## src/rtl/id_ctrl_if.sv

```systemverilog
// ---------------------------------------------------------------------------
// id_ctrl_if -- bundle of every non-clock/reset signal of the ID/EX control
// stage.
//   Upstream (IF/ID) side : in_valid, in_ready, inst, pc, flush
//   Downstream (EX) side  : out_ready, out_valid and the registered control
//                           bundle out_*
//   Status                : err_sticky, bubble_cnt
// The "master" modport is the surrounding pipeline (or a testbench).
// The "slave" modport is id_ctrl_stage.
// ---------------------------------------------------------------------------
interface id_ctrl_if #(
    parameter int XLEN     = 32,
    parameter int ALU_OP_W = 4,
    parameter int CNT_W    = 16
);
    logic                in_valid;
    logic                in_ready;
    logic [31:0]         inst;
    logic [XLEN-1:0]     pc;
    logic                flush;
    logic                out_ready;
    logic                out_valid;
    logic [XLEN-1:0]     out_pc;
    logic [4:0]          out_rs1;
    logic [4:0]          out_rs2;
    logic [4:0]          out_rd;
    logic [1:0]          out_npc_op;
    logic                out_rf_we;
    logic [1:0]          out_wd_sel;
    logic                out_alua_pc;
    logic [2:0]          out_sext_op;
    logic [ALU_OP_W-1:0] out_alu_op;
    logic                out_alub_sel;
    logic                out_branch;
    logic [2:0]          out_br_type;
    logic                out_mem_re;
    logic                out_mem_we;
    logic [2:0]          out_mem_size;
    logic                out_illegal;
    logic                err_sticky;
    logic [CNT_W-1:0]    bubble_cnt;

    modport master (
        output in_valid, inst, pc, flush, out_ready,
        input  in_ready, out_valid, out_pc, out_rs1, out_rs2, out_rd,
               out_npc_op, out_rf_we, out_wd_sel, out_alua_pc, out_sext_op,
               out_alu_op, out_alub_sel, out_branch, out_br_type,
               out_mem_re, out_mem_we, out_mem_size, out_illegal,
               err_sticky, bubble_cnt
    );

    modport slave (
        input  in_valid, inst, pc, flush, out_ready,
        output in_ready, out_valid, out_pc, out_rs1, out_rs2, out_rd,
               out_npc_op, out_rf_we, out_wd_sel, out_alua_pc, out_sext_op,
               out_alu_op, out_alub_sel, out_branch, out_br_type,
               out_mem_re, out_mem_we, out_mem_size, out_illegal,
               err_sticky, bubble_cnt
    );
endinterface

```

## src/rtl/id_ctrl_stage.sv

```systemverilog
// ---------------------------------------------------------------------------
// id_ctrl_stage -- RV32I(+M) decode stage with registered ID/EX control
// bundle.
//   clk, rst_n : clock, asynchronous active-low reset
//   bus        : id_ctrl_if.slave (handshake in, instruction/pc in, flush,
//                registered control bundle out, sticky illegal flag,
//                saturating load-use bubble counter)
// Decode is combinational; the bundle is registered with a valid/ready
// handshake, flush, and a single-bubble load-use interlock. Undecodable
// words (including M ops when RV_M=0, FENCE and SYSTEM) become a NOP
// bundle carrying out_illegal=1. Bubbles and flushes load an all-zero bundle.
// ---------------------------------------------------------------------------
module id_ctrl_stage #(
    parameter int XLEN     = 32,
    parameter int ALU_OP_W = 4,
    parameter int RV_M     = 0,
    parameter int CNT_W    = 16
) (
    input logic     clk,
    input logic     rst_n,
    id_ctrl_if.slave bus
);
    localparam logic [6:0] OPC_LUI    = 7'b0110111;
    localparam logic [6:0] OPC_AUIPC  = 7'b0010111;
    localparam logic [6:0] OPC_JAL    = 7'b1101111;
    localparam logic [6:0] OPC_JALR   = 7'b1100111;
    localparam logic [6:0] OPC_BRANCH = 7'b1100011;
    localparam logic [6:0] OPC_LOAD   = 7'b0000011;
    localparam logic [6:0] OPC_STORE  = 7'b0100011;
    localparam logic [6:0] OPC_OPIMM  = 7'b0010011;
    localparam logic [6:0] OPC_OP     = 7'b0110011;

    localparam logic [ALU_OP_W-1:0] ALU_ADD  = ALU_OP_W'(4'd0);
    localparam logic [ALU_OP_W-1:0] ALU_SUB  = ALU_OP_W'(4'd1);
    localparam logic [ALU_OP_W-1:0] ALU_AND  = ALU_OP_W'(4'd2);
    localparam logic [ALU_OP_W-1:0] ALU_OR   = ALU_OP_W'(4'd3);
    localparam logic [ALU_OP_W-1:0] ALU_XOR  = ALU_OP_W'(4'd4);
    localparam logic [ALU_OP_W-1:0] ALU_SLL  = ALU_OP_W'(4'd5);
    localparam logic [ALU_OP_W-1:0] ALU_SRL  = ALU_OP_W'(4'd6);
    localparam logic [ALU_OP_W-1:0] ALU_SRA  = ALU_OP_W'(4'd7);
    localparam logic [ALU_OP_W-1:0] ALU_SLT  = ALU_OP_W'(4'd8);
    localparam logic [ALU_OP_W-1:0] ALU_SLTU = ALU_OP_W'(4'd9);
    localparam logic [ALU_OP_W-1:0] ALU_MUL  = ALU_OP_W'(4'd10);
    localparam logic [ALU_OP_W-1:0] ALU_MULH = ALU_OP_W'(4'd11);
    localparam logic [ALU_OP_W-1:0] ALU_DIV  = ALU_OP_W'(4'd12);
    localparam logic [ALU_OP_W-1:0] ALU_DIVU = ALU_OP_W'(4'd13);
    localparam logic [ALU_OP_W-1:0] ALU_REM  = ALU_OP_W'(4'd14);
    localparam logic [ALU_OP_W-1:0] ALU_REMU = ALU_OP_W'(4'd15);

    typedef struct packed {
        logic [XLEN-1:0]     pc;
        logic [4:0]          rs1;
        logic [4:0]          rs2;
        logic [4:0]          rd;
        logic [1:0]          npc_op;
        logic                rf_we;
        logic [1:0]          wd_sel;
        logic                alua_pc;
        logic [2:0]          sext_op;
        logic [ALU_OP_W-1:0] alu_op;
        logic                alub_sel;
        logic                branch;
        logic [2:0]          br_type;
        logic                mem_re;
        logic                mem_we;
        logic [2:0]          mem_size;
        logic                illegal;
    } bundle_t;

    // Shared funct3 -> ALU op map of the register and immediate ALU groups.
    function automatic logic [ALU_OP_W-1:0] base_alu(input logic [2:0] f3);
        logic [ALU_OP_W-1:0] op;
        case (f3)
            3'b000:  op = ALU_ADD;
            3'b001:  op = ALU_SLL;
            3'b010:  op = ALU_SLT;
            3'b011:  op = ALU_SLTU;
            3'b100:  op = ALU_XOR;
            3'b101:  op = ALU_SRL;
            3'b110:  op = ALU_OR;
            3'b111:  op = ALU_AND;
            default: op = ALU_ADD;
        endcase
        return op;
    endfunction

    logic [6:0] opcode_s;
    logic [2:0] f3_s;
    logic [6:0] f7_s;
    logic       legal_s;
    logic       hz_s;
    bundle_t    dec_s;
    bundle_t    bun_r;
    logic       valid_r;
    logic       err_r;
    logic [CNT_W-1:0] cnt_r;

    assign opcode_s = bus.inst[6:0];
    assign f3_s     = bus.inst[14:12];
    assign f7_s     = bus.inst[31:25];

    // Combinational decode of the incoming word; unused register fields stay 0,
    // which also lets the hazard check compare them directly.
    always_comb begin
        dec_s   = '0;
        legal_s = 1'b0;
        case (opcode_s)
            OPC_LUI: begin
                legal_s = 1'b1; dec_s.rd = bus.inst[11:7]; dec_s.rf_we = 1'b1;
                dec_s.wd_sel = 2'b11; dec_s.sext_op = 3'b011;
            end
            OPC_AUIPC: begin
                legal_s = 1'b1; dec_s.rd = bus.inst[11:7]; dec_s.rf_we = 1'b1;
                dec_s.alua_pc = 1'b1; dec_s.alub_sel = 1'b1; dec_s.sext_op = 3'b011;
            end
            OPC_JAL: begin
                legal_s = 1'b1; dec_s.rd = bus.inst[11:7]; dec_s.rf_we = 1'b1;
                dec_s.npc_op = 2'b10; dec_s.wd_sel = 2'b01; dec_s.sext_op = 3'b100;
            end
            OPC_JALR: begin
                legal_s = (f3_s == 3'b000);
                dec_s.rd = bus.inst[11:7]; dec_s.rs1 = bus.inst[19:15]; dec_s.rf_we = 1'b1;
                dec_s.npc_op = 2'b11; dec_s.wd_sel = 2'b01; dec_s.alub_sel = 1'b1;
            end
            OPC_BRANCH: begin
                legal_s = (f3_s != 3'b010) && (f3_s != 3'b011);
                dec_s.rs1 = bus.inst[19:15]; dec_s.rs2 = bus.inst[24:20];
                dec_s.npc_op = 2'b01; dec_s.branch = 1'b1; dec_s.br_type = f3_s;
                dec_s.alu_op = ALU_SUB; dec_s.sext_op = 3'b010;
            end
            OPC_LOAD: begin
                legal_s = (f3_s != 3'b011) && (f3_s[2:1] != 2'b11);
                dec_s.rd = bus.inst[11:7]; dec_s.rs1 = bus.inst[19:15]; dec_s.rf_we = 1'b1;
                dec_s.mem_re = 1'b1; dec_s.wd_sel = 2'b10; dec_s.alub_sel = 1'b1;
                dec_s.mem_size = f3_s;
            end
            OPC_STORE: begin
                legal_s = (f3_s[2] == 1'b0) && (f3_s != 3'b011);
                dec_s.rs1 = bus.inst[19:15]; dec_s.rs2 = bus.inst[24:20];
                dec_s.mem_we = 1'b1; dec_s.alub_sel = 1'b1; dec_s.mem_size = f3_s;
                dec_s.sext_op = 3'b001;
            end
            OPC_OPIMM: begin
                dec_s.rd = bus.inst[11:7]; dec_s.rs1 = bus.inst[19:15]; dec_s.rf_we = 1'b1;
                dec_s.alub_sel = 1'b1; dec_s.alu_op = base_alu(f3_s);
                case (f3_s)
                    3'b001: legal_s = (f7_s == 7'b0000000);
                    3'b101: begin
                        legal_s = (f7_s == 7'b0000000) || (f7_s == 7'b0100000);
                        dec_s.alu_op = f7_s[5] ? ALU_SRA : ALU_SRL;
                    end
                    default: legal_s = 1'b1;
                endcase
            end
            OPC_OP: begin
                dec_s.rd = bus.inst[11:7]; dec_s.rs1 = bus.inst[19:15];
                dec_s.rs2 = bus.inst[24:20]; dec_s.rf_we = 1'b1;
                case (f7_s)
                    7'b0000000: begin legal_s = 1'b1; dec_s.alu_op = base_alu(f3_s); end
                    7'b0100000: begin
                        case (f3_s)
                            3'b000:  begin legal_s = 1'b1; dec_s.alu_op = ALU_SUB; end
                            3'b101:  begin legal_s = 1'b1; dec_s.alu_op = ALU_SRA; end
                            default: legal_s = 1'b0;
                        endcase
                    end
                    7'b0000001: begin
                        // MULHSU/MULHU have no ALU code and are rejected.
                        case (f3_s)
                            3'b000:  begin legal_s = (RV_M != 0); dec_s.alu_op = ALU_MUL;  end
                            3'b001:  begin legal_s = (RV_M != 0); dec_s.alu_op = ALU_MULH; end
                            3'b100:  begin legal_s = (RV_M != 0); dec_s.alu_op = ALU_DIV;  end
                            3'b101:  begin legal_s = (RV_M != 0); dec_s.alu_op = ALU_DIVU; end
                            3'b110:  begin legal_s = (RV_M != 0); dec_s.alu_op = ALU_REM;  end
                            3'b111:  begin legal_s = (RV_M != 0); dec_s.alu_op = ALU_REMU; end
                            default: legal_s = 1'b0;
                        endcase
                    end
                    default: legal_s = 1'b0;
                endcase
            end
            default: legal_s = 1'b0;
        endcase
        // Anything undecodable collapses to a clean NOP so no field carries junk.
        if (!legal_s) begin
            dec_s         = '0;
            dec_s.illegal = 1'b1;
        end else begin
            dec_s.illegal = 1'b0;
        end
        dec_s.pc    = bus.pc;
        dec_s.rf_we = dec_s.rf_we && (dec_s.rd != 5'd0);
    end

    // Load-use: the registered load's destination is read by the incoming word.
    assign hz_s = valid_r && bun_r.mem_re && (bun_r.rd != 5'd0) && bus.in_valid &&
                  ((dec_s.rs1 == bun_r.rd) || (dec_s.rs2 == bun_r.rd));

    assign bus.in_ready = !bus.flush && !hz_s && (!valid_r || bus.out_ready);

    // ID/EX register: flush beats everything, then load/bubble, else hold.
    always_ff @(posedge clk or negedge rst_n) begin
        if (!rst_n) begin
            valid_r <= 1'b0;
            bun_r   <= '0;
            err_r   <= 1'b0;
            cnt_r   <= {CNT_W{1'b0}};
        end else if (bus.flush) begin
            valid_r <= 1'b0;
            bun_r   <= '0;
        end else if (!valid_r || bus.out_ready) begin
            if (bus.in_valid && !hz_s) begin
                valid_r <= 1'b1;
                bun_r   <= dec_s;
                err_r   <= err_r | dec_s.illegal;
            end else begin
                valid_r <= 1'b0;
                bun_r   <= '0;
                if (hz_s && (cnt_r != {CNT_W{1'b1}})) begin
                    cnt_r <= cnt_r + {{(CNT_W-1){1'b0}}, 1'b1};
                end else begin
                    cnt_r <= cnt_r;
                end
            end
        end else begin
            valid_r <= valid_r;
            bun_r   <= bun_r;
        end
    end

    assign bus.out_valid    = valid_r;
    assign bus.out_pc       = bun_r.pc;
    assign bus.out_rs1      = bun_r.rs1;
    assign bus.out_rs2      = bun_r.rs2;
    assign bus.out_rd       = bun_r.rd;
    assign bus.out_npc_op   = bun_r.npc_op;
    assign bus.out_rf_we    = bun_r.rf_we;
    assign bus.out_wd_sel   = bun_r.wd_sel;
    assign bus.out_alua_pc  = bun_r.alua_pc;
    assign bus.out_sext_op  = bun_r.sext_op;
    assign bus.out_alu_op   = bun_r.alu_op;
    assign bus.out_alub_sel = bun_r.alub_sel;
    assign bus.out_branch   = bun_r.branch;
    assign bus.out_br_type  = bun_r.br_type;
    assign bus.out_mem_re   = bun_r.mem_re;
    assign bus.out_mem_we   = bun_r.mem_we;
    assign bus.out_mem_size = bun_r.mem_size;
    assign bus.out_illegal  = bun_r.illegal;
    assign bus.err_sticky   = err_r;
    assign bus.bubble_cnt   = cnt_r;
endmodule
```

## src/flat_wrapper.sv

```systemverilog
// flat-port wrapper written by rule: the top's interface ports become plain ports
module id_ctrl_stage_flat 
#(
    parameter int XLEN     = 32,
    parameter int ALU_OP_W = 4,
    parameter int RV_M     = 0,
    parameter int CNT_W    = 16
)
  (clk, rst_n, bus_in_valid, bus_inst, bus_pc, bus_flush, bus_out_ready, bus_in_ready, bus_out_valid, bus_out_pc, bus_out_rs1, bus_out_rs2, bus_out_rd, bus_out_npc_op, bus_out_rf_we, bus_out_wd_sel, bus_out_alua_pc, bus_out_sext_op, bus_out_alu_op, bus_out_alub_sel, bus_out_branch, bus_out_br_type, bus_out_mem_re, bus_out_mem_we, bus_out_mem_size, bus_out_illegal, bus_err_sticky, bus_bubble_cnt);
  id_ctrl_if #(.XLEN(XLEN), .ALU_OP_W(ALU_OP_W), .CNT_W(CNT_W)) bus_i ();
  input logic clk;
  input logic rst_n;
  input wire logic [$bits(bus_i.in_valid)-1:0] bus_in_valid;
  input wire logic [$bits(bus_i.inst)-1:0] bus_inst;
  input wire logic [$bits(bus_i.pc)-1:0] bus_pc;
  input wire logic [$bits(bus_i.flush)-1:0] bus_flush;
  input wire logic [$bits(bus_i.out_ready)-1:0] bus_out_ready;
  output wire logic [$bits(bus_i.in_ready)-1:0] bus_in_ready;
  output wire logic [$bits(bus_i.out_valid)-1:0] bus_out_valid;
  output wire logic [$bits(bus_i.out_pc)-1:0] bus_out_pc;
  output wire logic [$bits(bus_i.out_rs1)-1:0] bus_out_rs1;
  output wire logic [$bits(bus_i.out_rs2)-1:0] bus_out_rs2;
  output wire logic [$bits(bus_i.out_rd)-1:0] bus_out_rd;
  output wire logic [$bits(bus_i.out_npc_op)-1:0] bus_out_npc_op;
  output wire logic [$bits(bus_i.out_rf_we)-1:0] bus_out_rf_we;
  output wire logic [$bits(bus_i.out_wd_sel)-1:0] bus_out_wd_sel;
  output wire logic [$bits(bus_i.out_alua_pc)-1:0] bus_out_alua_pc;
  output wire logic [$bits(bus_i.out_sext_op)-1:0] bus_out_sext_op;
  output wire logic [$bits(bus_i.out_alu_op)-1:0] bus_out_alu_op;
  output wire logic [$bits(bus_i.out_alub_sel)-1:0] bus_out_alub_sel;
  output wire logic [$bits(bus_i.out_branch)-1:0] bus_out_branch;
  output wire logic [$bits(bus_i.out_br_type)-1:0] bus_out_br_type;
  output wire logic [$bits(bus_i.out_mem_re)-1:0] bus_out_mem_re;
  output wire logic [$bits(bus_i.out_mem_we)-1:0] bus_out_mem_we;
  output wire logic [$bits(bus_i.out_mem_size)-1:0] bus_out_mem_size;
  output wire logic [$bits(bus_i.out_illegal)-1:0] bus_out_illegal;
  output wire logic [$bits(bus_i.err_sticky)-1:0] bus_err_sticky;
  output wire logic [$bits(bus_i.bubble_cnt)-1:0] bus_bubble_cnt;
  assign bus_i.in_valid = bus_in_valid;
  assign bus_i.inst = bus_inst;
  assign bus_i.pc = bus_pc;
  assign bus_i.flush = bus_flush;
  assign bus_i.out_ready = bus_out_ready;
  assign bus_in_ready = bus_i.in_ready;
  assign bus_out_valid = bus_i.out_valid;
  assign bus_out_pc = bus_i.out_pc;
  assign bus_out_rs1 = bus_i.out_rs1;
  assign bus_out_rs2 = bus_i.out_rs2;
  assign bus_out_rd = bus_i.out_rd;
  assign bus_out_npc_op = bus_i.out_npc_op;
  assign bus_out_rf_we = bus_i.out_rf_we;
  assign bus_out_wd_sel = bus_i.out_wd_sel;
  assign bus_out_alua_pc = bus_i.out_alua_pc;
  assign bus_out_sext_op = bus_i.out_sext_op;
  assign bus_out_alu_op = bus_i.out_alu_op;
  assign bus_out_alub_sel = bus_i.out_alub_sel;
  assign bus_out_branch = bus_i.out_branch;
  assign bus_out_br_type = bus_i.out_br_type;
  assign bus_out_mem_re = bus_i.out_mem_re;
  assign bus_out_mem_we = bus_i.out_mem_we;
  assign bus_out_mem_size = bus_i.out_mem_size;
  assign bus_out_illegal = bus_i.out_illegal;
  assign bus_err_sticky = bus_i.err_sticky;
  assign bus_bubble_cnt = bus_i.bubble_cnt;
  id_ctrl_stage #(.XLEN(XLEN), .ALU_OP_W(ALU_OP_W), .RV_M(RV_M), .CNT_W(CNT_W)) u_core (.clk(clk), .rst_n(rst_n), .bus(bus_i));
endmodule
```

## config.mk

```make
export PLATFORM = sky130hd
export DESIGN_NAME = id_ctrl_stage_flat
export DESIGN_NICKNAME = d
export VERILOG_FILES = /design/src/rtl/id_ctrl_if.sv /design/src/rtl/id_ctrl_stage.sv /design/src/flat_wrapper.sv
export SDC_FILE = /design/constraint.sdc
export NUM_CORES = 1
export LEC_CHECK = 0
export CAP_MARGIN = 30
export CORE_UTILIZATION = 28
export CTS_BUF_LIST = sky130_fd_sc_hd__clkbuf_8
export CTS_CLUSTER_SIZE = 12
export DETAILED_ROUTE_END_ITERATION = 12
export PLACE_DENSITY = 0.65
export REMOVE_ABC_BUFFERS = 1
export SLEW_MARGIN = 20
export SYNTH_ARGS = -nofsm -noshare
export SYNTH_HDL_FRONTEND = slang
export SYNTH_SLANG_ARGS = --single-unit
```

## constraint.sdc

```tcl
create_clock -name clk -period 4.9 [get_ports clk]
set_input_delay 0.98 -clock clk [delete_from_list [all_inputs] [get_ports clk]]
set_output_delay 0.98 -clock clk [all_outputs]
set_load 0.01 [all_outputs]
```

==> results of run 1 <==
-- flip-flops by register name, summed over array words and instances, names as in the netlist --
name,cells
u_core.bus.out_pc,32
u_core.bus.out_rf_we,1
u_core.bus.out_branch,1
u_core.bus.out_alub_sel,1
u_core.bus.bubble_cnt,16
u_core.bus.out_rs2,5
u_core.bus.out_alua_pc,1
u_core.bus.out_npc_op,2
u_core.bus.out_alu_op,4
u_core.bus.out_br_type,3
u_core.bus.out_illegal,1
u_core.bus.out_rd,5
u_core.bus.out_rs1,5
u_core.bus.out_wd_sel,2
u_core.bus.out_mem_re,1
u_core.bus.err_sticky,1
u_core.bus.out_sext_op,3
u_core.bus.out_valid,1
u_core.bus.out_mem_size,3
u_core.bus.out_mem_we,1
-- metal layers --
| layer | vias to the layer above | wire length, um |
|---|---|---|
| met5 | - | 0 |
| met3 | 9 | 851 |
| met2 | 137 | 6490 |
| li1 | 1991 | - |
| met4 | 0 | 115 |
| met1 | 2014 | 6760 |
-- cells in the final DEF, fill, tap and decap left out, types with 4 or more instances in the layout --
master | Yosys | final
nand4_1 | 6 | 6
dfrtp_1 | 89 | 89
a22o_1 | 41 | 41
o21ai_0 | 24 | 24
xnor2_1 | 16 | 16
clkbuf_8 | 0 | 10
a21oi_1 | 12 | 11
nor4_1 | 5 | 5
nand4b_1 | 4 | 4
a32o_1 | 11 | 11
inv_1 | 6 | 7
and3_1 | 12 | 11
a211oi_1 | 4 | 4
o31ai_1 | 6 | 5
nand3_1 | 20 | 20
nor3_1 | 8 | 7
clkdlybuf4s50_1 | 0 | 156
a31oi_1 | 4 | 4
buf_4 | 2 | 35
nor2b_1 | 6 | 6
nor2_1 | 19 | 18
nand2_1 | 41 | 41
o211ai_1 | 4 | 4
-- worst reg2reg max path, cell delays in order (launching register included) --
cell and delay [ps]:
dfrtp_1 500, or4_1 600, o2111ai_1 250, or4_1 150
and4b_1 200, a32oi_2 210, buf_4 170, and3_2 410
buf_12 270, a32o_1 200
-- final cells by class --
type / instances / area (um^2)
well taps: 211 / 264
clock buffers: 10 / 138
inverters: 6 / 22.5
repair buffers: 194 / 1860
clock inverters: 6 / 67.6
flip-flops and latches: 89 / 2230
multi-input cells: 306 / 2100
fillers: 1477 / 8690
-- stage by stage --
step | hold WS, ps | worst slack [ps] | utilization | setup TNS, ps
2_1_floorplan | 513 | 801 | - | 0
3_3_place_gp | 466 | 57.7 | 0.416 | 0
3_5_place_dp | 465 | 70.7 | 0.418 | 0
4_1_cts | 485 | 46.0 | 0.431 | 0
5_1_grt | 514 | -12.4 | 0.435 | -12.4
6_report | 486 | 113 | 0.435 | 0
-- what timing repair did --
item | 4_1_cts | 5_1_grt
setup endpoints to repair | 0 | 1
setup buffers | 0 | 1
hold endpoints to repair | 0 | 0
gates resized for setup | 0 | 7
hold buffers | 0 | 0
-- kinds of logic after synthesis --
kind of cell	count (synthesis)
adder cells (fa/ha/maj)	1
flip-flops	89
buffers and inverters	36
XOR/XNOR	19
multiplexers	1
AND/OR/NAND/NOR	148
AO/OA/AOI/OAI	137
-- cell usage after synthesis, drive strengths merged, types with 6 or more instances --
library cell	n	area, um^2
a22o	41	359
nand4	6	37.5
nor2	19	71.3
o31ai	7	57.6
and3	12	75.1
nand3	21	110
xnor2	16	140
buf	10	92.6
clkbuf	20	75.1
inv	6	22.5
a32o	11	110
a21oi	12	60.1
nand2	41	154
o21ai	24	120
dfrtp	89	2230
nor3	9	50.1
nor2b	6	37.5
-- power by group --
| group | switching [mW] | internal, mW | total (mW) |
|---|---|---|---|
| Sequential | 0.00741 | 0.747 | 0.754 |
| Clock | 0.275 | 0.251 | 0.527 |
| Combinational | 0.0988 | 0.106 | 0.204 |
| Total | 0.382 | 1.10 | 1.49 |
-- worst paths after layout --
| check | to | slack (ps) | cells past startpoint |
|---|---|---|---|
| hold reg to reg | u_core.bus.out_alu_op[1] | 490 | 2 |
| hold / removal | u_core.bus.out_alu_op[1] | 490 | 2 |
| setup reg to reg | u_core.bus.out_sext_op[0] | 1880 | 9 |
| setup / recovery | bus_in_ready | 110 | 9 |
| max in group asynchronous | u_core.bus.out_rs1[1] | 3270 | 2 |
| min in group asynchronous | u_core.bus.bubble_cnt[4] | 590 | 1 |
==> results.md, run 1 <==
* Yosys warnings at 0
* Final setup fails at 0
* TritonRoute pass-1 iters at 4
* Worst-path maximum fanout at 9
* Worst setup EP type: output port
* Crit path cell chain: clkdlybuf4s50_1, nand4bb_1, or2_0, o311a_4, a211o_1, and4b_1, a32oi_2, and2_1, clkdlybuf4s50_1
* Largest net degree at the start of global routing at 47
* GRT met3 Usage at 0.0387
* CTS tree: built
* Cell area after layout at 6680 um^2
* Syn Area/Cell at 10.4 um^2
* Post-synthesis compound-gate area fraction at 0.239
* Min cycle time layout at 4790 ps
* Worst-path clk slew at 80 ps
* Largest delay share family, worst path: buffers and inverters
* Crit path launch: bus_inst[1]
* Root Buffer: clkbuf_8
* Mapped Cells at 431
* Max cap viols at 0
* DR iter-0 viols at 215
* Share of flip-flops with an asynchronous set or reset at 1.00
* Ant diodes at 0
* Most frequent CP cell: clkdlybuf4s50_1
* # H-tree levels at 3
* Grt ovf at 0
* Vias in the first global route at 4,163
* Met1 Use GR at 0.249
* Initial antenna violation count at 0
* Status: finished clean
* Predominant post-synthesis flop cell: dfrtp_1
* Detailed Route WL at 14,200 um
* Post-synthesis mux area share at 0.00252
* Main combinational cell family by area after synthesis: compound AO/OA/AOI/OAI gates
* DRC errors left at 0
* Simple-gate share of the synthesized area at 0.178
* Initial Utilization at 0.291
* Total power at 1.49 mW
* GP Congestion at 0.855
* Worst Max-Slew Pin Slew at 719 ps
* CTS Sinks at 89
* LEAKAGE at 2.72 nW
* Register area share after synthesis at 0.498
* Io pins at 159
* Die span in x at 128 um
* Area Growth Syn to Fin at 49.4%
* Aggregate global-route resource usage at 0.179
* Worst Hold Class: reg2reg
* Yosys cell types at 68
* Vias per cell at 5.05
* Fmax at 0.209 GHz
* Peak VDD IR at 113 uV
* DP Wirelength at 10,300 um
* Post-Synth XOR/XNOR Area at 0.0372
* Wire per inst at 17.3 um
* Mapped Area at 4470 um^2
* Adder-Cell Fraction of Synth Area at 0.00280
* Placed cells at 804
* CP max stage delay at 540 ps
* Layout cells sized above 1 at 0.113
* FF+latch count, synth at 89
* Nets@finish at 676
* Fin crit share at 0.977
* Final Skew at 8.10 ps
* Worst R2R Start: u_core.bus.out_rd[0]
* Die Y at 128 um
* DIE AREA at 16,500 um^2
* Crit path buffers/inverters at 2
* Min-delay src: u_core.bus.out_alu_op[1]
* Worst EP required at 3920 ps
* Post-DRT Antenna Nets at 0
* CP startpoint kind: primary input
* Worst slew margin at 0.520
* Fin. Hold Viols at 0
* Cell Count, Final, Fillers Out at 822
* Clock latency on the worst-skew pair at 370 ps
* Cell Area, Placed at 6420 um^2
* Pwr Density at 222 nW/um^2
* FP Rows at 45
* CTS buffer count at 9
* CTS Buffer Depth at 2
* Global-route wire length before repair at 22,800 um
* Core footprint at 15,400 um^2
* Total number of vias at 4,151
* Post-synth EDFFs at 0
* Critical path class: in2out
* GR Layer Usage met2 at 0.283
* Critical path arrival at 3810 ps
* Slowest stage cell, crit path: clkdlybuf4s50_1
* # port buffers at 158
* Max-slew violations at 0
* Most used routing layer in global routing: met2
(Power assumes the default switching activity.)
==> run 2, diff against run 1 <==
--- a/config.mk
+++ b/config.mk
@@ -5,6 +5,7 @@
 export SDC_FILE = /design/constraint.sdc
 export NUM_CORES = 1
 export LEC_CHECK = 0
+export ABC_CLOCK_PERIOD_IN_PS = 4900
 export CAP_MARGIN = 30
 export CORE_UTILIZATION = 28
 export CTS_BUF_LIST = sky130_fd_sc_hd__clkbuf_8
==> results of run 2 <==
No change in the layout: final DEF, timing and power equal those of run 1.
==> run 3, diff against run 2 <==
--- a/config.mk
+++ b/config.mk
@@ -11,7 +11,6 @@
 export CTS_BUF_LIST = sky130_fd_sc_hd__clkbuf_8
 export CTS_CLUSTER_SIZE = 12
 export DETAILED_ROUTE_END_ITERATION = 12
-export PLACE_DENSITY = 0.65
 export REMOVE_ABC_BUFFERS = 1
 export SLEW_MARGIN = 20
 export SYNTH_ARGS = -nofsm -noshare
==> run 3 against run 2 <==
Compared with the run above:
- register-to-register slack lost 20 ps
- clock-buffer cell count is the same
- worst setup slack gained 380 ps
- sequential cell count is the same
- first-iteration DRC count shrank 5.1%
- routed wire length is essentially flat
- worst hold slack is essentially flat
- sequential power is essentially flat
- core utilization shrank 0.33 points
- via count grew 1.8%
- cell area shrank 0.75%
- combinational power is essentially flat
- largest power group unchanged
- highest routed layer unchanged
==> results.md, run 3 (synthesized netlist as in run 1, its figures left out) <==
* Vias per cell at 5.19 (was 5.05)
* Post-DRT Antenna Nets at 0 (unchanged)
* Reg power frac at 0.516 (was 0.508)
* Pwr Density at 220 nW/um^2 (was 222 nW/um^2)
* Worst R2R Start: u_core.bus.out_rd[1] (was u_core.bus.out_rd[0])
* Worst-path clk slew at 80 ps (about the same)
* # port buffers at 158 (unchanged)
* Internal power at 1.09 mW (was 1.10 mW)
* Vias in the first global route at 4,069 (was 4,163)
* DRC errors left at 0 (unchanged)
* Commonest cells after routing, fill and taps aside: 156 x clkdlybuf4s50_1, 89 x dfrtp_1, 41 x nand2_1, 41 x a22o_1, 29 x buf_4 (was 156 x clkdlybuf4s50_1, 89 x dfrtp_1, 41 x nand2_1, 41 x a22o_1, 35 x buf_4)
* Largest register FFs at 32 (unchanged)
* Core footprint at 15,400 um^2 (unchanged)
* Nets@finish at 670 (was 676)
* Max-slew violations at 0 (unchanged)
* Layout cells sized above 1 at 0.106 (was 0.113)
* Worst Hold Class: reg2reg (unchanged)
* # H-tree levels at 3 (unchanged)
* Worst EP required at 3920 ps (about the same)
* DIE AREA at 16,500 um^2 (unchanged)
* Clock latency on the worst-skew pair at 360 ps (was 370 ps)
* Total number of vias at 4,225 (was 4,151)
* Status: finished clean (unchanged)
* TritonRoute pass-1 iters at 5 (was 4)
* Global-route wire length before repair at 22,300 um (was 22,800 um)
* Peak VDD IR at 94.0 uV (was 113 uV)
* FP Rows at 45 (unchanged)
* Critical path class: in2out (unchanged)
* CTS buffer count at 9 (unchanged)
* Fin Setup TNS at 0 ps (unchanged)
* Worst Max-Slew Pin Slew at 651 ps (was 719 ps)
* Min cycle time layout at 4410 ps (was 4790 ps)
* Worst setup EP type: output port (unchanged)
* Min-delay src: u_core.bus.out_rs1[0] (was u_core.bus.out_alu_op[1])
* Unrepaired setup endpoints after global routing: no
* Fillers at 1,473 (was 1,477)
* Ant diodes at 0 (unchanged)
* Switching power at 368 uW (was 382 uW)
* Fin. Hold Viols at 0 (unchanged)
* Post-CTS Hold Buffers at 0 (unchanged)
* Fin crit share at 0.900 (was 0.977)
* Post-layout util at 0.432 (was 0.435)
* Switching Share at 0.252 (was 0.257)
* Initial Utilization at 0.291 (unchanged)
* CTS Sinks at 89 (unchanged)
* Wire per inst at 17.5 um (was 17.3 um)
* Clock power share at 0.345 (was 0.355)
* Die span in x at 128 um (unchanged)
* Max cap viols at 0 (unchanged)
* LEAKAGE at 2.68 nW (was 2.72 nW)
* Area Growth Syn to Fin at 48.3% (was 49.4%)
* Hold depth at 2 (unchanged)
* Aggregate global-route resource usage at 0.176 (was 0.179)
* Grt ovf at 0 (unchanged)
* Total power at 1.46 mW (was 1.49 mW)
* DP Wirelength at 10,400 um (was 10,300 um)
* CTS tree: built (unchanged)
* Largest net degree at the start of global routing at 49 (was 47)
* Share of power burned in combinational logic at 0.139 (was 0.138)
* Final Skew at 8.99 ps (was 8.10 ps)
* Critical path arrival at 3430 ps (was 3810 ps)
* Worst reg-to-reg setup slack at 1860 ps (was 1880 ps)
* Final setup fails at 0 (unchanged)
* Commonest non-fill, non-tap cell in the layout: clkdlybuf4s50_1 (unchanged)
* Root Buffer: clkbuf_8 (unchanged)
* WHS Endpoint: u_core.bus.out_rs1[0] (was u_core.bus.out_alu_op[1])
* CP startpoint kind: primary input (unchanged)
* Io pins at 159 (unchanged)
* Die Y at 128 um (unchanged)
* DR iter-0 viols at 204 (was 215)
* Worst-path maximum fanout at 10 (was 9)
* CTS Buffer Depth at 2 (unchanged)
* Detailed Route WL at 14,200 um (about the same)
* GP Congestion at 0.869 (was 0.855)
* Worst slew margin at 0.565 (was 0.520)
* R2R Path End: u_core.bus.out_pc[7] (was u_core.bus.out_sext_op[0])
* R2R cell count at 9 (unchanged)
* Fmax at 0.227 GHz (was 0.209 GHz)
* Initial antenna violation count at 0 (unchanged)
-- run 3: cell types whose count changed in the layout (fill, tap and decap cells not counted), sizes merged --
cell    change
inv         -1
clkbuf      +1
buf         -7
clkinv      -1
-- run 3: through the flow --
step	hold slack (ps)	area, um^2	instances	worst slack, ps
detailed placement	467	6390	799	89.6
floorplan	513	4310	401	801
global placement	465	6370	798	104
CTS	492	6570	813	80.9
finish	485	6630	814	490
global route	512	6630	814	354
-- run 3: worst max-delay path by stage --
stage,from,to
after floorplan,bus_inst[3],u_core.bus.out_alub_sel
after global placement,bus_inst[13],bus_in_ready
final,bus_inst[1],bus_in_ready
after global routing,bus_inst[1],bus_in_ready
after detailed placement,bus_inst[14],bus_in_ready
after CTS,bus_inst[14],bus_in_ready
-- run 3: repair_timing --
action / in CTS / in global routing
setup endpoints to repair: 0 / 1
setup buffers: 0 / 0
resized for setup: 0 / 11
-- run 3: critical path, stage by stage --
cell             delay (ps)
clkdlybuf4s50_1         510
nand4bb_1               170
or2_1                   310
o311a_4                 430
a211o_1                 290
and4b_1                 200
a32oi_2                 210
and2_1                  180
dlymetal6s2s_1          160
-- run 3: area by class of cell --
class                      count  area [um^2]  area share
clock buffer                  10          138      0.0208
timing repair buffer         188         1820       0.274
tap                          211          264      0.0398
multi-input combinational    306         2120       0.319
clock inverter                 4         46.3     0.00698
sequential                    89         2230       0.336
inverter                       6         22.5     0.00340
-- run 3: per-layer routing --
metal  GRT usage  wire (um)
met5           0          0
met4      0.0547        229
met3      0.0358        928
met2       0.272       6420
met1       0.246       6650
-- run 3: power by group through the flow --
stage,logic [mW],clock network [mW],registers [mW]
3_5_place_dp,0.201,0,0.769
2_1_floorplan,0.0492,0,0.775
6_report,0.203,0.504,0.754
3_3_place_gp,0.197,0,0.768
4_1_cts,0.202,0.525,0.755
5_1_grt,0.221,0.555,0.756
